$ cat config.mk
export PLATFORM = sky130hd
export DESIGN_NAME = bexkat_bus_arbiter
export DESIGN_NICKNAME = d
export VERILOG_FILES = /design/src/rtl/bexkat_bus_pkg.sv /design/src/rtl/bexkat_rr_grant2.sv /design/src/rtl/bexkat_bus_arbiter.sv
export SDC_FILE = /design/constraint.sdc
export NUM_CORES = 1
export LEC_CHECK = 0
export CAP_MARGIN = 20
export CORE_MARGIN = 2
export CORE_UTILIZATION = 26
export CTS_CLUSTER_SIZE = 28
export DETAILED_ROUTE_END_ITERATION = 10
export HOLD_SLACK_MARGIN = 0.06
export PLACE_DENSITY = 0.8
export SYNTH_ARGS = -nofsm -noshare
export SYNTH_HDL_FRONTEND = slang
export SYNTH_HIERARCHICAL = 1
export SYNTH_SLANG_ARGS = --single-unit
$ cat constraint.sdc
create_clock -name csi_clk -period 2.31 [get_ports csi_clk]
set_input_delay 0.462 -clock csi_clk [delete_from_list [all_inputs] [get_ports csi_clk]]
set_output_delay 0.462 -clock csi_clk [all_outputs]
set_load 0.1 [all_outputs]
$ cat src/rtl/bexkat_bus_pkg.sv
// Shared types for the bexkat1 two-master Avalon-MM bus arbiter.
// State encoding doubles as the one-hot grant vector (bit0 = s0, bit1 = s1).
package bexkat_bus_pkg;

  localparam int DEF_ADDR_WIDTH = 32;
  localparam int DEF_DATA_WIDTH = 16;

  typedef enum logic [1:0] {
    IDLE   = 2'b00,
    GRANT0 = 2'b01,
    GRANT1 = 2'b10
  } arb_state_e;

endpackage

$ cat src/rtl/bexkat_rr_grant2.sv
// Registered round-robin grant engine for two requesters with a hold limit
// that bounds back-to-back completions while the other side is waiting.
module bexkat_rr_grant2
  import bexkat_bus_pkg::*;
#(
  parameter int MAX_HOLD = 4
) (
  input  logic       clk_i,
  input  logic       rst_i,
  input  logic [1:0] req_i,
  input  logic       slave_wait_i,
  output logic [1:0] grant_o
);

  localparam int HOLD_W = $clog2(MAX_HOLD + 1);

  arb_state_e        state_q;
  logic              last_q;
  logic [HOLD_W-1:0] hold_q;

  logic       cur_idx;
  logic       req_cur;
  logic       req_oth;
  logic       hold_expired;
  arb_state_e other_state;

  assign cur_idx      = (state_q == GRANT1);
  assign req_cur      = req_i[cur_idx];
  assign req_oth      = req_i[~cur_idx];
  assign other_state  = cur_idx ? GRANT0 : GRANT1;
  // Compared one bit wider so hold_q + 1 cannot wrap before the test.
  assign hold_expired = ({1'b0, hold_q} + (HOLD_W + 1)'(1)) >= (HOLD_W + 1)'(MAX_HOLD);

  always_ff @(posedge clk_i or posedge rst_i) begin
    if (rst_i) begin
      state_q <= IDLE;
      last_q  <= 1'b1;
      hold_q  <= '0;
    end else begin
      case (state_q)
        IDLE: begin
          hold_q <= '0;
          if (req_i == 2'b11) begin
            state_q <= last_q ? GRANT0 : GRANT1;
          end else if (req_i[0]) begin
            state_q <= GRANT0;
          end else if (req_i[1]) begin
            state_q <= GRANT1;
          end
        end
        GRANT0, GRANT1: begin
          if (req_cur && !slave_wait_i) begin
            if (req_oth && hold_expired) begin
              state_q <= other_state;
              last_q  <= cur_idx;
              hold_q  <= '0;
            end else if (req_oth) begin
              hold_q <= hold_q + HOLD_W'(1);
            end else begin
              hold_q <= '0;
            end
          end else if (!req_cur) begin
            // Holder withdrew; a stalled transfer is otherwise never preempted.
            state_q <= req_oth ? other_state : IDLE;
            last_q  <= cur_idx;
            hold_q  <= '0;
          end
        end
        default: begin
          state_q <= IDLE;
          hold_q  <= '0;
        end
      endcase
    end
  end

  assign grant_o = state_q;

endmodule

$ cat src/rtl/bexkat_bus_arbiter.sv
// Two-master (CPU s0, DMA/video s1) to one-slave Avalon-MM arbiter.
// Command muxing and waitrequest gating follow the registered grant.
module bexkat_bus_arbiter
  import bexkat_bus_pkg::*;
#(
  parameter int ADDR_WIDTH = DEF_ADDR_WIDTH,
  parameter int DATA_WIDTH = DEF_DATA_WIDTH,
  parameter int MAX_HOLD   = 4
) (
  input  logic                    csi_clk,
  input  logic                    rsi_reset,

  input  logic [ADDR_WIDTH-1:0]   avs_s0_address,
  input  logic                    avs_s0_read,
  input  logic                    avs_s0_write,
  input  logic [DATA_WIDTH-1:0]   avs_s0_writedata,
  input  logic [DATA_WIDTH/8-1:0] avs_s0_byteenable,
  output logic [DATA_WIDTH-1:0]   avs_s0_readdata,
  output logic                    avs_s0_waitrequest,

  input  logic [ADDR_WIDTH-1:0]   avs_s1_address,
  input  logic                    avs_s1_read,
  input  logic                    avs_s1_write,
  input  logic [DATA_WIDTH-1:0]   avs_s1_writedata,
  input  logic [DATA_WIDTH/8-1:0] avs_s1_byteenable,
  output logic [DATA_WIDTH-1:0]   avs_s1_readdata,
  output logic                    avs_s1_waitrequest,

  output logic [ADDR_WIDTH-1:0]   avm_m0_address,
  output logic                    avm_m0_read,
  output logic                    avm_m0_write,
  output logic [DATA_WIDTH-1:0]   avm_m0_writedata,
  output logic [DATA_WIDTH/8-1:0] avm_m0_byteenable,
  input  logic [DATA_WIDTH-1:0]   avm_m0_readdata,
  input  logic                    avm_m0_waitrequest,

  output logic [1:0]              grant
);

  localparam int BE_WIDTH = DATA_WIDTH / 8;

  logic [1:0] req;

  assign req = {avs_s1_read | avs_s1_write, avs_s0_read | avs_s0_write};

  bexkat_rr_grant2 #(
    .MAX_HOLD(MAX_HOLD)
  ) u_grant (
    .clk_i       (csi_clk),
    .rst_i       (rsi_reset),
    .req_i       (req),
    .slave_wait_i(avm_m0_waitrequest),
    .grant_o     (grant)
  );

  always_comb begin
    avm_m0_address    = '0;
    avm_m0_read       = 1'b0;
    avm_m0_write      = 1'b0;
    avm_m0_writedata  = '0;
    avm_m0_byteenable = BE_WIDTH'(0);
    case (grant)
      2'b01: begin
        avm_m0_address    = avs_s0_address;
        avm_m0_read       = avs_s0_read;
        avm_m0_write      = avs_s0_write;
        avm_m0_writedata  = avs_s0_writedata;
        avm_m0_byteenable = avs_s0_byteenable;
      end
      2'b10: begin
        avm_m0_address    = avs_s1_address;
        avm_m0_read       = avs_s1_read;
        avm_m0_write      = avs_s1_write;
        avm_m0_writedata  = avs_s1_writedata;
        avm_m0_byteenable = avs_s1_byteenable;
      end
      default: ;
    endcase
  end

  // A master without the grant is always stalled.
  assign avs_s0_waitrequest = grant[0] ? avm_m0_waitrequest : 1'b1;
  assign avs_s1_waitrequest = grant[1] ? avm_m0_waitrequest : 1'b1;

  assign avs_s0_readdata = avm_m0_readdata;
  assign avs_s1_readdata = avm_m0_readdata;

endmodule

## Word level (Yosys, flattened, before mapping)

Index checks and enable logic that the tools add are counted.

| word-level totals | value |
|---|---|
| logic and storage cells | 55 |
| output and inout bits | 88 |
| register bits | 6 |
| bits of input ports | 123 |

| operators by class | value |
|---|---|
| reduce and logical (&&, ||, !) cells | 7 |
| eq/ne operators | 8 |
| multiplexer cells | 29 |
| $add $sub $neg | 2 |
| bitwise operators | 3 |
| magnitude comparators | 3 |

Operator list:

| operator | number |
|---|---|
| 32-bit one-hot mux with 2 select lines | 1 |
| 16-bit one-hot mux with 2 select lines | 1 |
| 2-bit two-way mux | 9 |
| 3-bit two-way mux | 5 |
| 1-bit two-way mux | 9 |
| 2-bit one-hot mux with 2 select lines | 2 |
| 3-bit inequality test (second input constant) | 2 |
| 3-bit AND reduction | 2 |
| 3-bit by 1-bit adder with 4-bit output (second input constant) | 1 |
| 2-bit == test (second input constant) | 2 |
| 4-bit by 3-bit >= comparator with 1-bit output (second input constant) | 1 |
| 1-bit by 2-bit < comparator with 1-bit output (second input constant) | 2 |
| 2-bit inequality test (second input constant) | 2 |
| 4-bit by 1-bit inequality test with 1-bit output (second input constant) | 1 |
| 1-bit one-hot mux with 2 select lines | 2 |
| 3-bit by 1-bit adder with 3-bit output (second input constant) | 1 |
| 2-bit by 1-bit == test with 1-bit output (second input constant) | 1 |
| 1-bit logical AND | 2 |
| 2-bit logical NOT | 1 |
| 1-bit OR | 2 |
| 2-bit OR reduction | 1 |
| 1-bit logical NOT | 1 |
| 1-bit inverter | 1 |

## Logic depth before layout (Yosys ltp)

Gate-level depths: netlist of the first run.

| depth | value |
|---|---|
| depth in word-level cells | 8 |
| mapped depth | 6 |
| gate-level depth less buffers | 6 |

## By module

The synthesis of the first run kept the hierarchy.

Modules (own cells, without submodules):

| module | seq. area each (µm²) | cells each | area an instance (µm²) | instances |
|---|---|---|---|---|
| bexkat_bus_arbiter | 0.0 | 162 | 1,162.4 | 1 |
| bexkat_rr_grant2 | 151.4 | 48 | 450.4 | 1 |

## Worst setup path before layout of the first run

Ideal clock, no wire load.

| timing | value |
|---|---|
| kind | register -> output |
| start | register u_grant.state_q[1] (netlist: u_grant/grant_o[1]) |
| end | output port avm_m0_address[0] |
| required time | 1.848 ns |
| path buffers | 2 |
| arrival time | 2.979 ns |
| cell stages (with the launch flop) | 5 |
| slack | -1.131 ns |
| cell sequence | dfrtp_1 ha_1 clkbuf_1 buf_2 nor2_1 |

| on the way | value |
|---|---|
| cells in the longest elaborated chain, start to end | 2 |
| elaborated cells on any way between the ends | 3 |
| classes of those cells | eq/ne (2); mux (1) |

RTL lines:

| element | RTL line | source |
|---|---|---|
| start: declaration | bexkat_rr_grant2.sv:17 | `arb_state_e state_q;` |
| start signal: assignment | bexkat_rr_grant2.sv:44 | `state_q <= last_q ? GRANT0 : GRANT1;` |
| start signal: assignment | bexkat_rr_grant2.sv:54 | `state_q <= other_state;` |
| start signal: assignment | bexkat_rr_grant2.sv:64 | `state_q <= req_oth ? other_state : IDLE;` |
| 2-bit == test / 2-bit by 1-bit == test with 1-bit output (equally long branches) | bexkat_bus_arbiter.sv:62 | `case (grant)` |
| 32-bit one-hot mux with 2 select lines (*) | bexkat_bus_arbiter.sv:62 |  |
| end: declaration | bexkat_bus_arbiter.sv:29 | `output logic [ADDR_WIDTH-1:0] avm_m0_address,` |

Every way passes the cells marked *; elsewhere a longest branch is shown, timed or not.

## Worst setup path in the final report of the first run

| timing | value |
|---|---|
| start | register u_grant.state_q[1] (netlist: u_grant/grant_o[1]) |
| end | output port avm_m0_writedata[14] |

| on the way | value |
|---|---|
| cells in the longest elaborated chain, start to end | 2 |
| elaborated cells on any way between the ends | 3 |
| classes of those cells | eq/ne (2); mux (1) |

RTL lines:

| element | RTL line | source |
|---|---|---|
| 2-bit == test / 2-bit by 1-bit == test with 1-bit output (equally long branches) | bexkat_bus_arbiter.sv:62 |  |
| 16-bit one-hot mux with 2 select lines (*) | bexkat_bus_arbiter.sv:62 |  |
| end: declaration | bexkat_bus_arbiter.sv:32 | `output logic [DATA_WIDTH-1:0] avm_m0_writedata,` |

Marked as above.

==> results of run 1 <==
cells by family (layout without fill, tap and decap cells):
group,count (synthesis),in the layout,synth area share [%]
buffers and inverters,56,182,27.4
adder cells (fa/ha/maj),7,7,5.43
AND/OR/NAND/NOR,71,71,18.5
AO/OA/AOI/OAI,65,65,36.0
multiplexers,5,5,3.34
flip-flops,6,6,9.39
final timing paths:
path	from	to	slack [ns]	cells past startpoint
max	u_grant/grant_o[1]$_DFFE_PP0P_	avm_m0_writedata[14]	0.07	6
min	rsi_reset	u_grant/grant_o[0]$_DFFE_PP0P_	0.44	2
max reg2reg	u_grant/grant_o[0]$_DFFE_PP0P_	u_grant/grant_o[1]$_DFFE_PP0P_	0.37	6
min reg2reg	u_grant/hold_q[1]$_DFFE_PP0P_	u_grant/hold_q[1]$_DFFE_PP0P_	0.57	2
max in group asynchronous	rsi_reset	u_grant/last_q$_DFFE_PP1P_	1.61	2
min in group csi_clk	u_grant/hold_q[1]$_DFFE_PP0P_	u_grant/hold_q[1]$_DFFE_PP0P_	0.57	2
routing by layer:
layer | vias up | routed length [um] | GRT usage [%]
met4 | 0 | 79 | 4.10
met1 | 952 | 2410 | 20.8
met2 | 88 | 3910 | 36.0
li1 | 962 | - | -
met3 | 9 | 731 | 5.22
met5 | - | 0 | 0
through the flow:
| step | setup TNS, ns | cells | utilization (%) | area (um2) | hold slack (ns) |
|---|---|---|---|---|---|
| 6_report | 0 | 411 | 68.0 | 4050 | 0.443 |
| 3_5_place_dp | 0 | 405 | 66.6 | 3970 | 0.559 |
| 5_1_grt | 0 | 411 | 68.0 | 4050 | 0.462 |
| 4_1_cts | 0 | 411 | 67.8 | 4040 | 0.446 |
| 3_3_place_gp | 0 | 405 | 66.6 | 3970 | 0.544 |
| 2_1_floorplan | -4.48 | 210 | - | 2020 | 0.252 |
critical path: stages, from the launching register on:
cell and delay (ns):
dfrtp_4 0.53, inv_1 0.08, ha_2 0.21, buf_12 0.22, a22oi_1 0.15, nor2_4 0.16
buf_12 0.18
flip-flops by register name, summed over array words and instances (netlist names):
name,cells
u_grant/hold_q,3
u_grant/grant_o,2
u_grant/last_q,1
final cells by class:
class | instances | share of cell area (%)
Clock buffer | 4 | 1.11
Inverter | 6 | 0.556
Multi-Input combinational cell | 148 | 35.3
Sequential cell | 6 | 3.92
Tap cell | 75 | 2.32
Timing Repair Buffer | 172 | 56.8
placed cells by master (no fill, tap or decap), types with 3 or more instances in the layout:
master           count
mux2_2               3
nand2_1              3
a22oi_2             21
ha_1                 5
a21oi_1              3
nor2_4              52
buf_4                6
clkdlybuf4s50_1    106
clkbuf_8             3
nand2b_1             3
o21ai_0              3
nor2_1               5
inv_1                6
dfrtp_1              3
a22oi_1             31
buf_12              59
repair_timing:
action / in CTS / in global routing
resized for setup: 0 / 2
endpoints found under the setup margin: 2 / 8
buffers inserted: 2 / 0
pin swaps: 0 / 0
==> metrics.md, run 1 <==
| Metric | Value |
|---|---|
| Slew Viols, Final | `0` |
| Placeable Area | `5960 um2` |
| Clock sinks | `6` |
| CTS Root Buffer Type | `clkbuf_8` |
| CP Capture Type | `output port` |
| #FFs+latches synth | `6` |
| Ys flop type | `dfrtp_1` |
| Worst setup margin | `0.0716 ns` |
| Area fraction of the dominant cell type after synthesis | `15.5%` |
| Arr. time, crit path | `1.78 ns` |
| Pre-antenna DRT Iters | `4` |
| Via Count | `2011` |
| Nets | `467` |
| Synthesis Warnings | `6` |
| Post-synth ARST share | `100%` |
| Post-synth top area cell | `a22oi_2` |
| Die area | `6850 um2` |
| Final setup violation count | `0` |
| Antenna-violating nets left | `0` |
| Cell with the most instances after synthesis | `nor2_1` |
| Die Width | `82.8 um` |
| # DRC | `0` |
| Initial drt markers | `50` |
| Area grow syn2layout | `151%` |
| Final GP Congestion | `0.892` |
| Slew HR | `68.0%` |
| Clock slew at reported path FFs | `0.04 ns` |
| Layout cells sized above 1 | `45.8%` |
| CP required | `1.85 ns` |
| Syn Std Cell Area | `1610 um2` |
| Final Hold Fails | `0` |
| Worst slack at placement | `0.0825 ns` |
| Largest net degree at the start of global routing | `36` |
| Initial core utilization | `27.1%` |
| Type of the worst setup path | `flop to output port` |
| Fmax | `447 MHz` |
| Cts hold-fix bufs | `0` |
| Status | `finished clean` |
| Rows | `28` |
| Initial antenna violation count | `0` |
| All-Layer GR Usage | `19.0%` |
| Number of port buffers | `162` |
| Synth top cells by count | `nor2_1 (57), a22oi_1 (32), buf_4 (32)` |
| Final Skew | `0.00539 ns` |
| Area of the multi-input gates | `1430 um2` |
| Bufs on Longest Clock Path | `2` |
| CTS buffer count | `3` |
| Hold Path Class | `primary input to asynchronous set/reset pin` |
| Max-cap violations | `0` |
| Critical Path Source Type | `flop` |
| Worst skew pair latency | `0.23 ns` |
| I/O pin count | `211` |
| Mean Syn Cell Area | `7.68 um2` |
| Register area share after synthesis | `9.39%` |
| Worst-Margin Slew | `0.479 ns` |
| Vias in the first global route | `1940` |
| First-pass GRT wire length | `10100 um` |
| Period minus WS final | `2.24 ns` |
| Post-synth EDFFs | `0` |
| Final period utilization | `96.9%` |
| Fill count | `432` |
| Post-Syn Nets | `340` |
| Ant diodes | `0` |
| CTS tree | `built` |
| Register area | `159 um2` |
| Die H | `82.8 um` |
| Synth top area cells | `a22oi_2 (16%), a22oi_1 (15%), buf_4 (15%)` |
| Max FO, Critical Path | `35` |
| RSZ-0062 raised after global routing | `false` |
| Overflow after GRT | `0` |
| DP HPWL | `5820 um` |
| Drt total wl | `7130 um` |
| Htree depth | `1` |
| Cell variety after synth | `30` |
| Drt wl/cell | `17.3 um` |
| Syn Inst Count | `210` |
| DR vias/cell | `4.89` |
Power of run 1 is left out: the tool's default activity adds up to more than one toggle a clock period on the data nets, which glitch-free logic cannot reach.
==> inputs of run 2 (changes only) <==
CAP_MARGIN = 10   (was 20)
PLACE_DENSITY = 0.83   (was 0.8)
RECOVER_POWER = 25   (was unset)
==> run 2 against run 1 <==
Net effect: register-to-register slack barely moved; final cell count rose by 0.24%; flip-flop and latch count did not move; cell area rose by 0.90%; clock-buffer cell count did not move; fmax fell by 0.28%; critical path type unchanged; largest cell class unchanged.
==> metrics.md, run 2 (synthesis results as in run 1) <==
| Metric | Value |
|---|---|
| Status | `finished clean (unchanged)` |
| Initial antenna violation count | `0 (unchanged)` |
| Max FO, Critical Path | `11 (was 35)` |
| CTS Root Buffer Type | `clkbuf_8 (unchanged)` |
| Final GP Congestion | `0.860 (was 0.892)` |
| CP required | `1.85 ns (about the same)` |
| Period minus WS final | `2.24 ns (about the same)` |
| Worst slack at placement | `0.0757 ns (was 0.0825 ns)` |
| Worst skew pair latency | `0.23 ns (about the same)` |
| Clock slew at reported path FFs | `0.04 ns (about the same)` |
| Start point of the critical path | `u_grant/grant_o[1]$_DFFE_PP0P_ (unchanged)` |
| Initial drt markers | `93 (was 50)` |
| CP max stage cell | `dfrtp_4 (unchanged)` |
| Slew HR | `76.1% (was 68.0%)` |
| DP HPWL | `6350 um (was 5820 um)` |
| Pre-antenna DRT Iters | `4 (unchanged)` |
| Commonest non-fill, non-tap cell in the layout | `clkdlybuf4s50_1 (unchanged)` |
| Clock sinks | `6 (unchanged)` |
| Max-cap violations | `0 (unchanged)` |
| I/O pin count | `211 (unchanged)` |
| Worst setup path endpoint | `avm_m0_address[26] (was avm_m0_writedata[14])` |
| All-Layer GR Usage | `20.4% (was 19.0%)` |
| Final Hold Fails | `0 (unchanged)` |
| DR vias/cell | `5.00 (was 4.89)` |
| Critical Path Source Type | `flop (unchanged)` |
| Antenna-violating nets left | `0 (unchanged)` |
| Slew Viols, Final | `0 (unchanged)` |
| CTS buffer count | `3 (unchanged)` |
| CP peak stage delay | `0.53 ns (about the same)` |
| Finished Core Util | `68.6% (was 68.0%)` |
| Cts hold-fix bufs | `0 (unchanged)` |
| Bufs on Longest Clock Path | `2 (unchanged)` |
| Number of port buffers | `162 (unchanged)` |
| Ant diodes | `0 (unchanged)` |
| Rows | `28 (unchanged)` |
| CTS tree | `built (unchanged)` |
| Via Count | `2060 (was 2011)` |
| Drt total wl | `7440 um (was 7130 um)` |
| Final setup violation count | `0 (unchanged)` |
| Hold Path Class | `flop to flop (was primary input to asynchronous set/reset pin)` |
| RSZ-0062 raised after global routing | `false (unchanged)` |
| Area grow syn2layout | `153% (was 151%)` |
| Final period utilization | `97.2% (was 96.9%)` |
| Worst-Margin Slew | `0.359 ns (was 0.479 ns)` |
| Largest net degree at the start of global routing | `30 (was 36)` |
| Fmax | `445 MHz (was 447 MHz)` |
| Largest register by flop count | `u_grant/hold_q (unchanged)` |
| Worst r2r src | `u_grant/grant_o[0]$_DFFE_PP0P_ (unchanged)` |
| Die Width | `82.8 um (unchanged)` |
| Final Skew | `0.00723 ns (was 0.00539 ns)` |
| Most frequent cells in the layout | `clkdlybuf4s50_1 (105), buf_12 (62), nor2_4 (52), a22oi_1 (32), a22oi_2 (20) (was clkdlybuf4s50_1 (106), buf_12 (59), nor2_4 (52), a22oi_1 (31), a22oi_2 (21))` |
| CP Capture Type | `output port (unchanged)` |
| First-pass GRT wire length | `10800 um (was 10100 um)` |
| Type of the worst setup path | `flop to output port (unchanged)` |
| Max reg flops | `3 (unchanged)` |
| Worst setup margin | `0.0652 ns (was 0.0716 ns)` |
| Arr. time, crit path | `1.78 ns (about the same)` |
| Initial core utilization | `27.1% (unchanged)` |
| Hold slack | `0.571 ns (was 0.443 ns)` |
| Drt wl/cell | `18.1 um (was 17.3 um)` |
| Overflow after GRT | `0 (unchanged)` |
| Reg2Reg Depth | `6 (unchanged)` |
| Nets | `468 (was 467)` |
| Vias in the first global route | `2141 (was 1940)` |
| Cts repair resizes | `0 (unchanged)` |
| R2R setup slack | `0.36 ns (was 0.37 ns)` |
| Die area | `6850 um2 (unchanged)` |
| Placeable Area | `5960 um2 (unchanged)` |
| Die H | `82.8 um (unchanged)` |
| Critical Path, Cell by Cell | `ha_4 -> buf_4 -> nor2_4 -> buf_12 (was inv_1 -> ha_2 -> buf_12 -> a22oi_1 -> nor2_4 -> buf_12)` |
| # DRC | `0 (unchanged)` |
| FF-to-FF End | `u_grant/grant_o[1]$_DFFE_PP0P_ (unchanged)` |
| Htree depth | `1 (unchanged)` |
| Number of setup buffers added after CTS | `0 (was 2)` |
| Layout cells sized above 1 | `45.7% (was 45.8%)` |
## run 2: cell count changes in the layout (fill, tap and decap cells not counted), sizes merged
cell | before | now
clkdlybuf4s50 | 106 | 105
buf | 66 | 67
dlygate4sd3 | 0 | 1
## run 2: critical path, delay by kind of cell, from the launching register on
kind / cells / cell delay [ns]
flops: 1 / 0.53
fa+ha+maj: 1 / 0.50
simple gates: 1 / 0.06
buf+inv: 2 / 0.45
## run 2: layout make-up
class	count	area (um2)
timing repair buffer	173	2340
fill	438	1870
multi-input combinational	148	1430
sequential	6	159
tap	75	93.8
clock buffer	4	45.0
inverter	6	22.5
## run 2: worst min path at each step
| stage | cells after the start | end | from |
|---|---|---|---|
| floorplan | 1 | u_grant/hold_q[0]$_DFFE_PP0P_ | rsi_reset |
| global placement | 2 | u_grant/hold_q[1]$_DFFE_PP0P_ | u_grant/hold_q[1]$_DFFE_PP0P_ |
| detailed placement | 2 | u_grant/hold_q[2]$_DFFE_PP0P_ | u_grant/hold_q[2]$_DFFE_PP0P_ |
| CTS | 2 | u_grant/grant_o[0]$_DFFE_PP0P_ | rsi_reset |
| global route | 2 | u_grant/hold_q[2]$_DFFE_PP0P_ | u_grant/hold_q[2]$_DFFE_PP0P_ |
| finish | 2 | u_grant/hold_q[1]$_DFFE_PP0P_ | u_grant/hold_q[1]$_DFFE_PP0P_ |
## run 2: metrics by stage
step	TNS [ns]	std cells	cell area [um2]
after detailed placement	0	407	4030
after floorplan	-4.48	210	2020
final	0	412	4090
after CTS	0	411	4080
after global routing	0	412	4090
after global placement	0	407	4030
## run 2: metal layers
metal  routed length [um]  vias up  global-route usage (%)
li1                     -      964                       -
met1                 2320      968                    20.5
met2                 4310      113                    40.2
met3                  680       15                    5.54
met4                  136        0                    6.39
met5                    0        -                       0
Power of run 2 is left out for the same reason.
==> inputs of run 3 (changes only) <==
CTS_CLUSTER_DIAMETER = 200   (was unset)
==> results of run 3 <==
No change in the layout: final DEF, timing and power equal those of run 2.
Power of run 3 is left out for the same reason.
